===== config.mk =====
export PLATFORM = sky130hd
export DESIGN_NAME = vector_pair_sequencer
export DESIGN_NICKNAME = d
export VERILOG_FILES = /design/src/rtl/vector_pair_sequencer_pkg.sv /design/src/rtl/vector_pair_sequencer_pair_fifo.sv /design/src/rtl/vector_pair_sequencer.sv
export SDC_FILE = /design/constraint.sdc
export NUM_CORES = 1
export LEC_CHECK = 0
export CORE_MARGIN = 2
export CORE_UTILIZATION = 55
export CTS_BUF_LIST = sky130_fd_sc_hd__clkbuf_16
export DETAILED_ROUTE_END_ITERATION = 7
export PLACE_DENSITY = 0.84
export SYNTH_ARGS = -nofsm -noshare
export SYNTH_HDL_FRONTEND = slang
export SYNTH_SLANG_ARGS = --single-unit

===== constraint.sdc =====
create_clock -name clk -period 4.05 [get_ports clk]
set_input_delay 0.81 -clock clk [delete_from_list [all_inputs] [get_ports clk]]
set_output_delay 0.81 -clock clk [all_outputs]
set_load 0.02 [all_outputs]

===== src/rtl/vector_pair_sequencer_pkg.sv =====
// rtl/vector_pair_sequencer_pkg.sv - shared constants and FSM encoding for the vector pair sequencer
package vector_pair_sequencer_pkg;

   localparam int VEC_LEN_DEF = 264;
   localparam int IDX_W_DEF   = 9;
   localparam int DATA_W_DEF  = 16;

   // Address-mapper second-operand select values
   localparam logic ALT_VEC2 = 1'b0;
   localparam logic ALT_VEC3 = 1'b1;

   typedef enum logic [1:0] {
      ST_IDLE  = 2'd0,
      ST_ISSUE = 2'd1,
      ST_DRAIN = 2'd2,
      ST_DONE  = 2'd3
   } state_e;

endpackage


===== src/rtl/vector_pair_sequencer_pair_fifo.sv =====
// rtl/vector_pair_sequencer_pair_fifo.sv - circular pair buffer with occupancy count
module pair_fifo #(
   parameter int WIDTH = 33,
   parameter int DEPTH = 4,
   localparam int CNT_W = $clog2(DEPTH + 1),
   localparam int PTR_W = (DEPTH > 1) ? $clog2(DEPTH) : 1
) (
   input  logic             clk,
   input  logic             rst_n,
   input  logic             push,
   input  logic [WIDTH-1:0] push_data,
   input  logic             pop,
   output logic [WIDTH-1:0] pop_data,
   output logic             full,
   output logic             empty,
   output logic [CNT_W-1:0] count
);

   logic [WIDTH-1:0] mem [DEPTH];
   logic [PTR_W-1:0] wr_ptr;
   logic [PTR_W-1:0] rd_ptr;
   logic             push_ok;
   logic             pop_ok;

   assign full     = (count == CNT_W'(DEPTH));
   assign empty    = (count == '0);
   assign pop_ok   = pop && !empty;
   // A full buffer can still accept a push when the head leaves in the same cycle
   assign push_ok  = push && (!full || pop_ok);
   assign pop_data = mem[rd_ptr];

   always_ff @(posedge clk) begin
      if (push_ok) begin
         mem[wr_ptr] <= push_data;
      end
   end

   always_ff @(posedge clk or negedge rst_n) begin
      if (!rst_n) begin
         wr_ptr <= '0;
         rd_ptr <= '0;
         count  <= '0;
      end else begin
         if (push_ok) begin
            wr_ptr <= (wr_ptr == PTR_W'(DEPTH - 1)) ? '0 : wr_ptr + 1'b1;
         end
         if (pop_ok) begin
            rd_ptr <= (rd_ptr == PTR_W'(DEPTH - 1)) ? '0 : rd_ptr + 1'b1;
         end
         count <= count + CNT_W'(push_ok) - CNT_W'(pop_ok);
      end
   end

endmodule


===== src/rtl/vector_pair_sequencer.sv =====
// rtl/vector_pair_sequencer.sv - walks two activation vectors and streams element pairs downstream
module vector_pair_sequencer
   import vector_pair_sequencer_pkg::*;
#(
   parameter int VEC_LEN    = VEC_LEN_DEF,
   parameter int IDX_W      = IDX_W_DEF,
   parameter int DATA_W     = DATA_W_DEF,
   parameter int RD_LAT     = 1,
   parameter int FIFO_DEPTH = 4
) (
   input  logic              clk,
   input  logic              rst_n,
   input  logic              start,
   input  logic              alt_sel,
   output logic [IDX_W-1:0]  vector_index,
   output logic              alt_address,
   output logic              rd_en,
   input  logic [DATA_W-1:0] rd_data1,
   input  logic [DATA_W-1:0] rd_data2,
   output logic              pair_valid,
   input  logic              pair_ready,
   output logic [DATA_W-1:0] pair_a,
   output logic [DATA_W-1:0] pair_b,
   output logic              pair_last,
   output logic              busy,
   output logic              done
);

   localparam int CNT_W = $clog2(FIFO_DEPTH + 1);
   localparam int PW    = 2 * DATA_W + 1;

   state_e            state;
   logic [RD_LAT-1:0] tag_v;
   logic [RD_LAT-1:0] tag_l;
   logic [2:0]        inflight;
   logic [CNT_W-1:0]  fifo_count;
   logic              fifo_full;
   logic              fifo_empty;
   logic [PW-1:0]     fifo_out;
   logic              pop;
   logic              last_seen;
   int                used;

   assign pop        = pair_valid && pair_ready;
   assign pair_valid = !fifo_empty;
   assign pair_a     = fifo_out[PW-1:DATA_W+1];
   assign pair_b     = fifo_out[DATA_W:1];
   assign pair_last  = !fifo_empty && fifo_out[0];
   assign busy       = (state == ST_ISSUE) || (state == ST_DRAIN);
   assign done       = (state == ST_DONE);

   // Credit: a slot freed by this cycle's pop may be reused by this cycle's read
   always_comb begin
      inflight = '0;
      for (int i = 0; i < RD_LAT; i++) begin
         inflight = inflight + 3'(tag_v[i]);
      end
      used  = int'(inflight) + int'(fifo_count) - int'(pop);
      rd_en = (state == ST_ISSUE) && (used < FIFO_DEPTH) && !fifo_full;
   end

   always_ff @(posedge clk or negedge rst_n) begin
      if (!rst_n) begin
         tag_v <= '0;
         tag_l <= '0;
      end else begin
         tag_v[0] <= rd_en;
         tag_l[0] <= rd_en && (vector_index == IDX_W'(VEC_LEN - 1));
         for (int i = 1; i < RD_LAT; i++) begin
            tag_v[i] <= tag_v[i-1];
            tag_l[i] <= tag_l[i-1];
         end
      end
   end

   always_ff @(posedge clk or negedge rst_n) begin
      if (!rst_n) begin
         state        <= ST_IDLE;
         vector_index <= '0;
         alt_address  <= ALT_VEC2;
         last_seen    <= 1'b0;
      end else begin
         case (state)
            ST_IDLE: begin
               if (start) begin
                  state        <= ST_ISSUE;
                  vector_index <= '0;
                  alt_address  <= alt_sel;
                  last_seen    <= 1'b0;
               end
            end
            ST_ISSUE: begin
               if (rd_en) begin
                  vector_index <= vector_index + 1'b1;
                  if (vector_index == IDX_W'(VEC_LEN - 1)) begin
                     state <= ST_DRAIN;
                  end
               end
            end
            ST_DRAIN: begin
               if ((tag_v == '0) && fifo_empty && last_seen) begin
                  state <= ST_DONE;
               end
            end
            default: state <= ST_IDLE;
         endcase
         if (pop && pair_last) begin
            last_seen <= 1'b1;
         end
      end
   end

   pair_fifo #(
      .WIDTH (PW),
      .DEPTH (FIFO_DEPTH)
   ) u_pair_fifo (
      .clk       (clk),
      .rst_n     (rst_n),
      .push      (tag_v[RD_LAT-1]),
      .push_data ({rd_data1, rd_data2, tag_l[RD_LAT-1]}),
      .pop       (pop),
      .pop_data  (fifo_out),
      .full      (fifo_full),
      .empty     (fifo_empty),
      .count     (fifo_count)
   );

endmodule

==> flow_metrics.env, run 1 <==
export IMPL_status="complete, no violations"
export IMPL_via_per_inst=5.81
export IMPL_cts_inserted_buffers=17
export IMPL_synth_avg_cell_area_um2=19.1
export IMPL_drv_slew=0
export IMPL_grt_max_degree=34
export IMPL_path_cells="clkdlybuf4s50_1 -> nand2_1 -> inv_1 -> ha_1 -> inv_1 -> ha_1 -> and3b_1 -> or4b_4 -> and3_4 -> nor2_2 -> buf_6"
export IMPL_fin_skew_ns=0.00935
export IMPL_nFillCells=668
export IMPL_r2r_start="u_pair_fifo.count[1]$_DFF_PN0_"
export IMPL_routedWlPerCell_um=20.5
export IMPL_die_h_um=110
export IMPL_drt_initial_drc_count=257
export IMPL_place_area_um2=7310
export IMPL_holdCritPathClass="reg2reg"
export IMPL_p_per_area_nw_per_um2=751
export IMPL_gp_congestion=0.924
export IMPL_ant_nets=0
export IMPL_synth_nets=379
export IMPL_layout_commonest_cell="edfxtp_1"
export IMPL_worstPathArrival_ns=3.19
export IMPL_critical_path_max_fanout=3
export IMPL_setup_violations_final=0
export IMPL_hold_viol_final=0
export IMPL_drc=0
export IMPL_routed_wl_mm=12.0
export IMPL_cts_tree="done"
export IMPL_reg2regPathDepth=13
export IMPL_core_area_um2=10900
export IMPL_clkPwrFrac=0.257
export IMPL_start_kind="input port"
export IMPL_critPathLaunch="pair_ready"
export IMPL_area_growth_pct=27.4
export IMPL_dr_pass1_iters=4
export IMPL_irDropWorstVdd_uv=391
export IMPL_crit_path_end_kind="primary output"
export IMPL_synth_cell_type_count=50
export IMPL_grt_overflow=0
export IMPL_p_int_w=0.00400
export IMPL_die_area_um2=12100
export IMPL_ys_async_sr_fraction=0.143
export IMPL_netlist_instances=325
export IMPL_htree_num_levels=4
export IMPL_dp_hpwl_mm=7.36
export IMPL_grtUsageTotal=0.213
export IMPL_ys_ff_latch=154
export IMPL_path_class="in2out"
export IMPL_grt_antenna_before_repair=0
export IMPL_cp_slowest_cell="or4b_4"
export IMPL_cts_sinks=154
export IMPL_p_comb_frac=0.377
export IMPL_synth_edf_count=132
export IMPL_synth_ff_type="edfxtp_1"
export IMPL_swShare=0.325
export IMPL_p_leak_nw=2.74
export IMPL_r2r_setup_slack_ns=0.75
export IMPL_fmaxAchievable_mhz=250
export IMPL_drive_gt1_frac=0.214
export IMPL_layout_min_cycle_time_ns=4.00
export IMPL_ios=84
export IMPL_cts_root_buf="clkbuf_16"
export IMPL_period_share=0.986
export IMPL_finalInstanceArea_um2=7900
export IMPL_ys_warn_count=0
export IMPL_initial_core_util=0.567
export IMPL_clock_latency_ns=0.42
export IMPL_rows=38
export IMPL_path_clk_slew_ns=0.06
export IMPL_seqPwrFrac=0.366
export IMPL_grt_pass1_wl_mm=18.5
export IMPL_clk_path_buf_depth=2
export IMPL_net_switching_power_w=0.00193
export IMPL_tightest_slew_ns=1.07
export IMPL_design_power_total_w=0.00593
export IMPL_cp_endpoint="rd_en"
export IMPL_port_buffers=83
export IMPL_yosysSeqAreaShare=0.728
export IMPL_fin_util=0.722
export IMPL_cts_hold_buf=0
export IMPL_synth_top_cell_by_area="edfxtp_1"
export IMPL_first_global_vias=3613
export IMPL_cts_setup_buffers=0
export IMPL_crit_required_ns=3.24
export IMPL_cap_violations=0
export IMPL_yosysTopAreaCellShare=0.639
export IMPL_syn_area_um2=6200
export IMPL_whs_path_depth=0
export IMPL_die_w_um=110
export IMPL_r2r_end="state[1]$_DFFE_PN0P_"
export IMPL_diodes=0
export IMPL_relSlewSlack=0.286
export IMPL_synthTopCellsByArea="edfxtp_1, mux4_2, dfrtp_1"
export IMPL_num_vias=3392
export IMPL_cpPeakStageDelay_ns=0.53
export IMPL_layout_nets=485
export IMPL_whs_ns=0.500
export IMPL_most_common_layout_cells="edfxtp_1, clkdlybuf4s50_1, mux4_2, dfrtp_1, clkbuf_16"
[cell type report]
type,instances,area (um^2),area share
Sequential cell,154,4520,0.572
Multi-Input combinational cell,145,1600,0.203
Timing Repair Buffer,98,970,0.123
Clock buffer,17,425,0.0539
Tap cell,140,175,0.0222
Clock inverter,15,154,0.0195
Inverter,15,56.3,0.00713
[what timing repair did]
item	CTS	global route
setup endpoints to repair	1	1
pin swaps	0	1
gates resized for setup	4	5
[cell families (layout without fill, tap and decap cells)]
group / count (synthesis) / after routing / share of synthesized area
DFF: 154 / 154 / 0.728
and+or+nand+nor: 56 / 56 / 0.0519
AOI/OAI and AO/OA: 33 / 33 / 0.0383
adders and majority gates: 17 / 17 / 0.0355
xor gates and xnor gates: 2 / 2 / 0.00283
muxes: 37 / 37 / 0.127
buffers and inverters: 26 / 145 / 0.0163
[flip-flops by register name, indices dropped and copies added, names as in the netlist]
| signal | cells |
|---|---|
| u_pair_fifo.wr_ptr | 2 |
| u_pair_fifo.mem | 132 |
| alt_address | 1 |
| last_seen | 1 |
| u_pair_fifo.rd_ptr | 2 |
| vector_index | 9 |
| tag_l | 1 |
| state | 2 |
| u_pair_fifo.count | 3 |
| tag_v | 1 |
[synthesized netlist by cell type (2+ instances only)]
cell type,number
ha_1,16
o31ai_1,7
clkbuf_1,7
dfrtp_1,22
o21ai_0,2
nor2_1,8
mux2_1,2
o21ai_1,7
inv_1,14
and2_1,5
buf_2,3
nand2b_1,2
nor3_1,3
or3b_1,2
or4_1,6
nand3_1,4
mux2_2,2
edfxtp_1,132
a21oi_1,5
or2_2,2
mux4_2,33
nand2_1,13
[power by group through the flow]
stage | clock network (W) | logic [W] | registers [W]
after floorplan | 0 | 0.00135 | 0.00213
after global placement | 0 | 0.00215 | 0.00219
after detailed placement | 0 | 0.00220 | 0.00221
after CTS | 0.00154 | 0.00222 | 0.00218
after global routing | 0.00161 | 0.00240 | 0.00221
final | 0.00152 | 0.00224 | 0.00217
[worst min-delay path by stage]
stage / start / endpoint / slack, ns
floorplan: tag_l$_DFF_PN0_ / u_pair_fifo.mem[0][0]$_DFFE_PP_ / 0.45
global placement: tag_l$_DFF_PN0_ / u_pair_fifo.mem[0][0]$_DFFE_PP_ / 0.46
detailed placement: tag_l$_DFF_PN0_ / u_pair_fifo.mem[1][0]$_DFFE_PP_ / 0.49
CTS: tag_l$_DFF_PN0_ / u_pair_fifo.mem[2][0]$_DFFE_PP_ / 0.50
global route: tag_l$_DFF_PN0_ / u_pair_fifo.mem[2][0]$_DFFE_PP_ / 0.51
finish: tag_l$_DFF_PN0_ / u_pair_fifo.mem[2][0]$_DFFE_PP_ / 0.50
[critical path, delay by kind of cell]
kind / cells / cell delay, ns
buffers and inverters: 4 / 0.75
AND/OR/NAND/NOR: 5 / 1.16
adder cells (fa/ha/maj): 2 / 0.45
[stage by stage]
stage | setup TNS, ns | std cells | worst slack (ns)
finish | 0 | 584 | 0.0550
CTS | 0 | 584 | 0.0261
floorplan | 0 | 325 | 0.487
global route | -0.000245 | 584 | -0.000245
detailed placement | -0.375 | 552 | -0.375
global placement | -0.286 | 552 | -0.286
[metal layers]
layer | up-vias | GRT usage | wire length [um] | share of wire
met3 | 18 | 0.0511 | 513 | 0.043
met4 | 0 | 0.0911 | 174 | 0.015
met5 | - | 0 | 0 | 0
met1 | 1739 | 0.274 | 5110 | 0.43
met2 | 112 | 0.349 | 6170 | 0.52
li1 | 1523 | - | - | -
No activity file was read; power rests on OpenSTA's default activity.
==> run 2: changes to the inputs <==
CAP_MARGIN = 20   (was default)
CORE_MARGIN = 1   (was 2)
==> flow_metrics.env, run 2 (synthesis results as in run 1) <==
export IMPL_area_growth_pct=26.9
export IMPL_routedWlPerCell_um=20.5
export IMPL_nFillCells=687
export IMPL_whs_path_depth=1
export IMPL_hp_start="alt_address$_DFFE_PN0P_"
export IMPL_port_buffers=83
export IMPL_drive_gt1_frac=0.226
export IMPL_cts_root_buf="clkbuf_16"
export IMPL_whs_ns=0.507
export IMPL_status="complete, no violations"
export IMPL_cts_tree="done"
export IMPL_rsz0062_at_grt="no"
export IMPL_cts_inserted_buffers=17
export IMPL_tightest_slew_ns=0.867
export IMPL_routed_wl_mm=12.0
export IMPL_ant_nets=0
export IMPL_cts_hold_buf=0
export IMPL_path_class="in2out"
export IMPL_grt_antenna_before_repair=0
export IMPL_r2r_start="u_pair_fifo.count[1]$_DFF_PN0_"
export IMPL_holdCritPathClass="reg2reg"
export IMPL_fmaxAchievable_mhz=252
export IMPL_dp_hpwl_mm=7.53
export IMPL_num_vias=3372
export IMPL_min_to="alt_address$_DFFE_PN0P_"
export IMPL_grt_max_degree=36
export IMPL_most_common_layout_cells="edfxtp_1, clkdlybuf4s50_1, mux4_2, dfrtp_1, clkbuf_16"
export IMPL_clk_path_buf_depth=2
export IMPL_r2r_setup_slack_ns=0.74
export IMPL_layout_commonest_cell="edfxtp_1"
export IMPL_path_clk_slew_ns=0.06
export IMPL_die_h_um=108
export IMPL_largest_reg_flops=132
export IMPL_rows=38
export IMPL_relSlewSlack=0.422
export IMPL_dr_pass1_iters=4
export IMPL_cts_setup_buffers=0
export IMPL_p_per_area_nw_per_um2=739
export IMPL_initial_core_util=0.567
export IMPL_core_area_um2=10900
export IMPL_cts_sinks=154
export IMPL_top_register="u_pair_fifo.mem"
export IMPL_die_area_um2=11700
export IMPL_via_per_inst=5.75
export IMPL_cap_violations=0
export IMPL_reg_top3="u_pair_fifo.mem (132), vector_index (9), u_pair_fifo.count (3)"
export IMPL_drc=0
export IMPL_setup_violations_final=0
export IMPL_diodes=0
export IMPL_r2r_end="state[1]$_DFFE_PN0P_"
export IMPL_critical_path_max_fanout=3
export IMPL_fin_cells=586
export IMPL_die_w_um=108
export IMPL_grt_pass1_wl_mm=18.4
export IMPL_htree_num_levels=4
export IMPL_p_leak_nw=2.74
export IMPL_dp_cells=553
export IMPL_layout_min_cycle_time_ns=3.96
export IMPL_fin_util=0.719
export IMPL_reg2regPathDepth=13
export IMPL_drv_slew=0
export IMPL_grtUsageTotal=0.221
export IMPL_layout_nets=487
export IMPL_gp_congestion=0.929
export IMPL_irDropWorstVdd_uv=365
export IMPL_worstPathArrival_ns=3.15
export IMPL_crit_required_ns=3.24
export IMPL_fin_skew_ns=0.0148
export IMPL_drt_initial_drc_count=166
export IMPL_grt_overflow=0
export IMPL_hold_viol_final=0
export IMPL_first_global_vias=3540
export IMPL_start_kind="input port"
export IMPL_clock_latency_ns=0.42
export IMPL_ios=84
export IMPL_period_share=0.978
export IMPL_finalSetupTns_ns=0
export IMPL_crit_path_end_kind="primary output"
## run 2: critical path: stages
cell and delay [ns]:
clkdlybuf4s50_1 0.48, nand2_1 0.07, inv_1 0.07, ha_2 0.18, inv_1 0.05, ha_1 0.30
and3b_1 0.19, or4b_1 0.52, and3_4 0.21, nor2_2 0.11, buf_4 0.15
## run 2: layout make-up
type / count / area, um^2 / share of cell area
inverter: 15 / 56.3 / 0.00716
tap: 140 / 175 / 0.0223
clock inverter: 15 / 116 / 0.0148
timing repair buffer: 100 / 976 / 0.124
multi-input combinational: 145 / 1600 / 0.203
clock buffer: 17 / 425 / 0.0541
sequential: 154 / 4520 / 0.574
## run 2: worst max-delay path by stage
| stage | start | endpoint | slack, ns | depth (start not counted) |
|---|---|---|---|---|
| final | pair_ready | rd_en | 0.09 | 11 |
| after global routing | pair_ready | rd_en | 0.004 | 11 |
| after CTS | pair_ready | rd_en | 0.07 | 11 |
| after detailed placement | pair_ready | rd_en | -0.36 | 11 |
| after global placement | pair_ready | rd_en | -0.30 | 11 |
| after floorplan | u_pair_fifo.count[1]$_DFF_PN0_ | rd_en | 0.49 | 11 |
## run 2: power by group
group          internal (W)  leakage (nW)  switching, W
Sequential          0.00197          1.47      0.000245
Clock              0.000792         0.261      0.000641
Combinational       0.00111          1.01       0.00106
## run 2: repair_timing
action | CTS | global route
pin swaps | 0 | 0
gates resized for setup | 4 | 4
endpoints found under the setup margin | 1 | 1
gates cloned | 0 | 0
hold endpoints to repair | 0 | 0
## run 2: metrics by stage
step                worst slack [ns]  area (um^2)  power [W]
global placement              -0.304         7300    0.00432
finish                        0.0878         7870    0.00581
CTS                           0.0701         7840    0.00583
detailed placement            -0.364         7300    0.00438
global route                 0.00399         7870    0.00608
floorplan                      0.487         6200    0.00348
## run 2: per-layer routing
| layer | wire (um) | up-vias | GRT usage |
|---|---|---|---|
| li1 | - | 1539 | - |
| met1 | 4930 | 1701 | 0.278 |
| met2 | 6190 | 112 | 0.373 |
| met3 | 629 | 20 | 0.0470 |
| met4 | 237 | 0 | 0.0959 |
| met5 | 0 | - | 0 |
